[src/rtl/cpu_pkg.sv]
// Shared definitions for the 4-bit CPU front end: opcodes, fetch FSM encoding
// and default widths.
package cpu_pkg;

   localparam int DEF_INSTR_WIDTH = 4;
   localparam int DEF_DATA_WIDTH  = 4;
   localparam int DEF_ADDR_WIDTH  = 4;

   localparam logic [3:0] OP_NOP = 4'hC;
   localparam logic [3:0] OP_LDI = 4'hD;
   localparam logic [3:0] OP_RST = 4'hE;

   typedef enum logic [1:0] {
      ST_IDLE      = 2'd0,
      ST_FETCH     = 2'd1,
      ST_FETCH_IMM = 2'd2,
      ST_ISSUE     = 2'd3
   } ifu_state_e;

   function automatic logic is_ldi(input logic [3:0] op);
      return op == OP_LDI;
   endfunction

endpackage

[src/rtl/program_memory.sv]
// Program store: 2**ADDR_WIDTH words, synchronous write, combinational read.
// Contents are deliberately not reset so a program survives a CPU reset.
module program_memory
   import cpu_pkg::*;
#(
   parameter int INSTR_WIDTH = DEF_INSTR_WIDTH,
   parameter int ADDR_WIDTH  = DEF_ADDR_WIDTH
) (
   input  logic                   clk_i,
   input  logic                   we_i,
   input  logic [ADDR_WIDTH-1:0]  waddr_i,
   input  logic [INSTR_WIDTH-1:0] wdata_i,
   input  logic [ADDR_WIDTH-1:0]  raddr_i,
   output logic [INSTR_WIDTH-1:0] rdata_o
);

   localparam int DEPTH = 2 ** ADDR_WIDTH;

   logic [INSTR_WIDTH-1:0] mem_q [DEPTH];

   always_ff @(posedge clk_i) begin
      if (we_i) begin
         mem_q[waddr_i] <= wdata_i;
      end
   end

   assign rdata_o = mem_q[raddr_i];

endmodule

[src/rtl/instruction_fetch_unit.sv]
// CPU front end: program memory + PC, fetches opcodes (and the LDI immediate)
// and issues them to the decoder. Define IFU_BREAKPOINT_EN for PC breakpoints.
//
// state        | meaning
// -------------+-------------------------------------------------------
// ST_IDLE      | stopped; program writes accepted; waits for RUN
// ST_FETCH     | read opcode at PC, PC+1
// ST_FETCH_IMM | read LDI immediate at PC, PC+1
// ST_ISSUE     | INSTR_VALID high; honour RESET_INSTR; continue or stop
module instruction_fetch_unit
   import cpu_pkg::*;
#(
   parameter int INSTR_WIDTH = DEF_INSTR_WIDTH,
   parameter int DATA_WIDTH  = DEF_DATA_WIDTH,
   parameter int ADDR_WIDTH  = DEF_ADDR_WIDTH
) (
   input  logic                   CLK,
   input  logic                   RESET,
   input  logic                   RUN,
   input  logic                   PROG_WE,
   input  logic [ADDR_WIDTH-1:0]  PROG_ADDR,
   input  logic [INSTR_WIDTH-1:0] PROG_DATA,
   input  logic                   RESET_INSTR,
   output logic [INSTR_WIDTH-1:0] INSTRUCTION,
   output logic [DATA_WIDTH-1:0]  IMM,
   output logic                   INSTR_VALID,
   output logic [ADDR_WIDTH-1:0]  PC,
   output logic                   BUSY
`ifdef IFU_BREAKPOINT_EN
   ,
   input  logic [ADDR_WIDTH-1:0]  BKPT_ADDR,
   input  logic                   BKPT_ARM,
   output logic                   BKPT_HIT
`endif
);

   localparam logic [INSTR_WIDTH-1:0] NOP_WORD = INSTR_WIDTH'(OP_NOP);

   ifu_state_e             state_q;
   logic [ADDR_WIDTH-1:0]  pc_q;
   logic [ADDR_WIDTH-1:0]  pc_inc;
   logic [ADDR_WIDTH-1:0]  issue_pc_d;
   logic [INSTR_WIDTH-1:0] ir_q;
   logic [INSTR_WIDTH-1:0] instr_q;
   logic [DATA_WIDTH-1:0]  imm_q;
   logic                   valid_q;
   logic                   busy_q;
   logic                   mem_we;
   logic [INSTR_WIDTH-1:0] mem_rdata;
   logic                   fetched_ldi;
`ifdef IFU_BREAKPOINT_EN
   logic                   bkpt_hit_q;
`endif

   // Writes only land while stopped so a running program never sees itself change.
   assign mem_we      = PROG_WE && !RESET && (state_q == ST_IDLE);
   assign pc_inc      = pc_q + ADDR_WIDTH'(1);
   assign issue_pc_d  = RESET_INSTR ? '0 : pc_q;
   assign fetched_ldi = (mem_rdata == INSTR_WIDTH'(OP_LDI));

   program_memory #(
      .INSTR_WIDTH (INSTR_WIDTH),
      .ADDR_WIDTH  (ADDR_WIDTH)
   ) u_program_memory (
      .clk_i   (CLK),
      .we_i    (mem_we),
      .waddr_i (PROG_ADDR),
      .wdata_i (PROG_DATA),
      .raddr_i (pc_q),
      .rdata_o (mem_rdata)
   );

   always_ff @(posedge CLK) begin
      if (RESET) begin
         state_q    <= ST_IDLE;
         pc_q       <= '0;
         ir_q       <= NOP_WORD;
         instr_q    <= NOP_WORD;
         imm_q      <= '0;
         valid_q    <= 1'b0;
         busy_q     <= 1'b0;
`ifdef IFU_BREAKPOINT_EN
         bkpt_hit_q <= 1'b0;
`endif
      end else begin
         valid_q <= 1'b0;
         case (state_q)
            ST_IDLE: begin
               if (RUN) begin
                  state_q    <= ST_FETCH;
                  busy_q     <= 1'b1;
`ifdef IFU_BREAKPOINT_EN
                  bkpt_hit_q <= 1'b0;
`endif
               end
            end
            ST_FETCH: begin
               ir_q <= mem_rdata;
               pc_q <= pc_inc;
               if (fetched_ldi) begin
                  state_q <= ST_FETCH_IMM;
               end else begin
                  state_q <= ST_ISSUE;
                  instr_q <= mem_rdata;
                  valid_q <= 1'b1;
               end
            end
            ST_FETCH_IMM: begin
               imm_q   <= mem_rdata[DATA_WIDTH-1:0];
               pc_q    <= pc_inc;
               state_q <= ST_ISSUE;
               instr_q <= ir_q;
               valid_q <= 1'b1;
            end
            ST_ISSUE: begin
               pc_q <= issue_pc_d;
               if (!RUN) begin
                  state_q <= ST_IDLE;
                  busy_q  <= 1'b0;
`ifdef IFU_BREAKPOINT_EN
               end else if (BKPT_ARM && (issue_pc_d == BKPT_ADDR)) begin
                  // Only checked here, so the first fetch after IDLE always proceeds.
                  state_q    <= ST_IDLE;
                  busy_q     <= 1'b0;
                  bkpt_hit_q <= 1'b1;
`endif
               end else begin
                  state_q <= ST_FETCH;
               end
            end
            default: begin
               state_q <= ST_IDLE;
               busy_q  <= 1'b0;
            end
         endcase
      end
   end

   assign INSTRUCTION = instr_q;
   assign IMM         = imm_q;
   assign INSTR_VALID = valid_q;
   assign PC          = pc_q;
   assign BUSY        = busy_q;
`ifdef IFU_BREAKPOINT_EN
   assign BKPT_HIT    = bkpt_hit_q;
`endif

endmodule
[config.mk]
export PLATFORM = sky130hd
export DESIGN_NAME = instruction_fetch_unit
export DESIGN_NICKNAME = d
export VERILOG_FILES = /design/src/rtl/cpu_pkg.sv /design/src/rtl/program_memory.sv /design/src/rtl/instruction_fetch_unit.sv
export SDC_FILE = /design/constraint.sdc
export NUM_CORES = 1
export LEC_CHECK = 0
export BUFFER_PORTS_ARGS = -buffer_cell sky130_fd_sc_hd__buf_2
export CELL_PAD_IN_SITES_DETAIL_PLACEMENT = 2
export CELL_PAD_IN_SITES_GLOBAL_PLACEMENT = 2
export CORE_MARGIN = 2
export CORE_UTILIZATION = 45
export CTS_CLUSTER_SIZE = 40
export DETAILED_ROUTE_END_ITERATION = 8
export HOLD_SLACK_MARGIN = 0.08
export PLACE_DENSITY = 0.82
export SYNTH_ARGS = -nofsm -noshare
export SYNTH_HDL_FRONTEND = slang
export SYNTH_SLANG_ARGS = --single-unit
[constraint.sdc]
create_clock -name CLK -period 5.8 [get_ports CLK]
set_input_delay 1.74 -clock CLK [delete_from_list [all_inputs] [get_ports CLK]]
set_output_delay 1.74 -clock CLK [all_outputs]
set_load 0.005 [all_outputs]
==> flow_metrics.tcl <==
set metrics [dict create \
    status "complete, no violations" \
    arrival_ns 3.22 \
    nets 303 \
    areaGrowthSynthToFinish_pct 9.997 \
    htreeDepth 3 \
    hold_class "reg -> reg" \
    whs_ns 0.4863 \
    cts-root-buf "clkbuf_8" \
    synth-seq-cells 88 \
    clock.fmax_mhz 309.8 \
    synth_area_leaders "edfxtp_1 51%, dfxtp_1 13%, mux4_1 7.0%" \
    p_clk_share_pct 24.5 \
    synth_top_area_share_pct 51.35 \
    tritoncts "built" \
    cts-buffers-inserted 9 \
    fin_skew_ns 0.01420 \
    power_frac_seq_pct 48.7 \
    crit_slowest_cell "or3_1" \
    cts_resized 0 \
    min_from "IMM[1]" \
    antenna_found_initial 0 \
    path_class "in -> reg" \
    clock_latency_ns 0.35 \
    cpPeakStageDelay_ns 0.43 \
    drive_gt1_share_pct 17.99 \
    synth_nets 278 \
    drt_iter0_drc 78 \
    grt_max_degree 23 \
    power.total_w 0.001656 \
    relSlewSlack_pct 42.38 \
    cap_violations 0 \
    min_period_over_period_pct 55.65 \
    rows 33 \
    core_area_mm2 0.008134 \
    switchingPower_w 0.0005488 \
    grt_pass1_vias 2341 \
    ir_drop_uv 239.0 \
    clock_path_buffers 2 \
    ctsHoldBuffers 0 \
    ioPinCount 27 \
    clock-sinks 88 \
    start_util_pct 46.01 \
    grt.total_usage_pct 19.78 \
    yosysSeqAreaShare_pct 64.19 \
    tightestPinTransition_ns 0.8631 \
    overflow 0 \
    period_needed_ns 3.228 \
    swShare_pct 33.15 \
    synth_cell_types 39 \
    place_congestion 0.7722 \
    cts_setup_buffers 0 \
    start_kind "input pin" \
    drt_first_pass_iters 4 \
    die_h_um 95.20 \
    required_ns 5.79 \
    netlist.top_cell.by_area "edfxtp_1" \
    synth_cells 259 \
    tns_ns 0 \
    route.detailed.drc 0 \
    worstSetupStartpoint "RESET" \
    syn_avg_cell_area_um2 14.45 \
    die_w_um 95.20 \
    numPortBuffers 26 \
    intPower_w 0.001107 \
    cellLeakagePower_nw 1.446 \
    cts.clk_slew.worst_paths_ns 0.11 \
    die_area_mm2 0.009062 \
    vias 2198 \
    post_drt_wl_per_cell_um 21.08 \
    cp_max_fo 22 \
    grt_first_pass_wirelength_um 12930 \
    worstPathCellList "buf_2, inv_1, nand3_1, or3_1, nor3_1" \
    finalSetupViolCount 0 \
    ys.warnings.count 0 \
    power.density_mw_per_mm2 402.2 \
    synthesis.area_mm2 0.003742 \
    viasPerCell 5.579 \
    utilization_pct 50.61 \
    pwr-share-comb_pct 26.8 \
    routed_wl_um 8307 \
    hpwl_um 5912 \
    diodes 0 \
    end_kind "register" \
    drv_slew 0 \
    rsz0062_at_grt "false" \
    finalHoldViolCount 0 \
    ant_nets 0 \
]
-- synth_stat cells, drive strengths merged --
cell type	count
a211o	1
a211oi	3
a21boi	1
a21oi	14
a311oi	1
a31o	1
a32o	1
a32oi	1
and3	2
and4	1
buf	6
clkbuf	6
dfxtp	24
edfxtp	64
ha	6
inv	10
mux2	2
mux2i	14
mux4	15
nand2	12
nand2b	4
nand3	7
nand3b	2
nor2	32
nor2b	2
nor3	6
nor3b	3
o211ai	2
o21a	3
o21ai	6
o22ai	4
o31ai	1
or2	1
or3	1
-- stage by stage --
| stage | instance area [µm²] | setup slack, ns | std cells |
|---|---|---|---|
| final | 4116 | 2.572 | 394 |
| after detailed placement | 3931 | 2.209 | 378 |
| after global placement | 3931 | 2.284 | 378 |
| after floorplan | 3742 | 2.773 | 259 |
| after CTS | 4116 | 2.577 | 394 |
| after global routing | 4116 | 2.428 | 394 |
-- flip-flops by register name, summed over array words and instances (netlist names), named ones only --
register and count:
ir_q 4, INSTRUCTION 4, BUSY 1, u_program_memory.mem_q 64
PC 4, IMM 4, state_q 2, INSTR_VALID 1
-- area by class of cell --
type	instances	area [µm²]
multi-input cells	149	1230
fillers	774	4018
inverters	10	37.54
clock buffers	9	123.9
flip-flops and latches	88	2402
clock inverters	7	61.31
well taps	105	131.4
repair buffers	26	130.1
-- metal layers --
| layer | track usage (%) | wire length [µm] |
|---|---|---|
| met1 | 24.58 | 3676 |
| met3 | 3.953 | 230 |
| met4 | 5.314 | 93 |
| met5 | 0 | 0 |
| met2 | 35.15 | 4306 |
-- critical path, delay by kind of cell --
kind                   cells  cell delay (ns)
buffers and inverters      2             0.42
and+or+nand+nor            3             1.05
-- power by group through the flow --
stage	clock network, W	registers (W)	logic (W)
2_1_floorplan	0	0.000779	0.000371
6_report	0.000406	0.000806	0.000444
3_3_place_gp	0	0.000818	0.000435
4_1_cts	0.000418	0.000808	0.000452
5_1_grt	0.000438	0.000819	0.000496
3_5_place_dp	0	0.000822	0.000449
-- logic make-up after synthesis --
| kind of cell | synth area share, % |
|---|---|
| adders and majority gates | 2.006 |
| AOI/OAI and AO/OA | 7.222 |
| and+or+nand+nor | 9.060 |
| muxes | 14.58 |
| buffers and inverters | 2.942 |
| DFF | 64.19 |
-- layout by cell type, fill, tap and decap left out, types with 2 or more instances in the layout --
cell type	instances
a21oi_1	14
inv_6	3
nand2_1	12
nand3b_1	2
mux2i_1	14
mux2_4	2
nor3_1	6
inv_8	2
and3_1	2
ha_1	6
a211oi_1	3
o211ai_1	2
o21a_1	3
dfxtp_1	24
nor2b_1	2
o21ai_0	5
nand3_1	7
nand2b_1	4
nor3b_1	3
nor2_1	32
clkbuf_8	9
buf_2	26
o22ai_1	4
mux4_1	10
inv_1	10
edfxtp_1	64
mux4_2	5
-- path summary, 6_finish.rpt --
kind                                        to  slack [ns]  cells past startpoint
setup / recovery  u_program_memory.mem_q[0][1]        2.57                      5
hold / removal                          IMM[1]        0.49                      2
setup reg to reg                INSTRUCTION[0]        3.05                      6
hold reg to reg                         IMM[1]        0.49                      2
(Power assumes the default switching activity.)
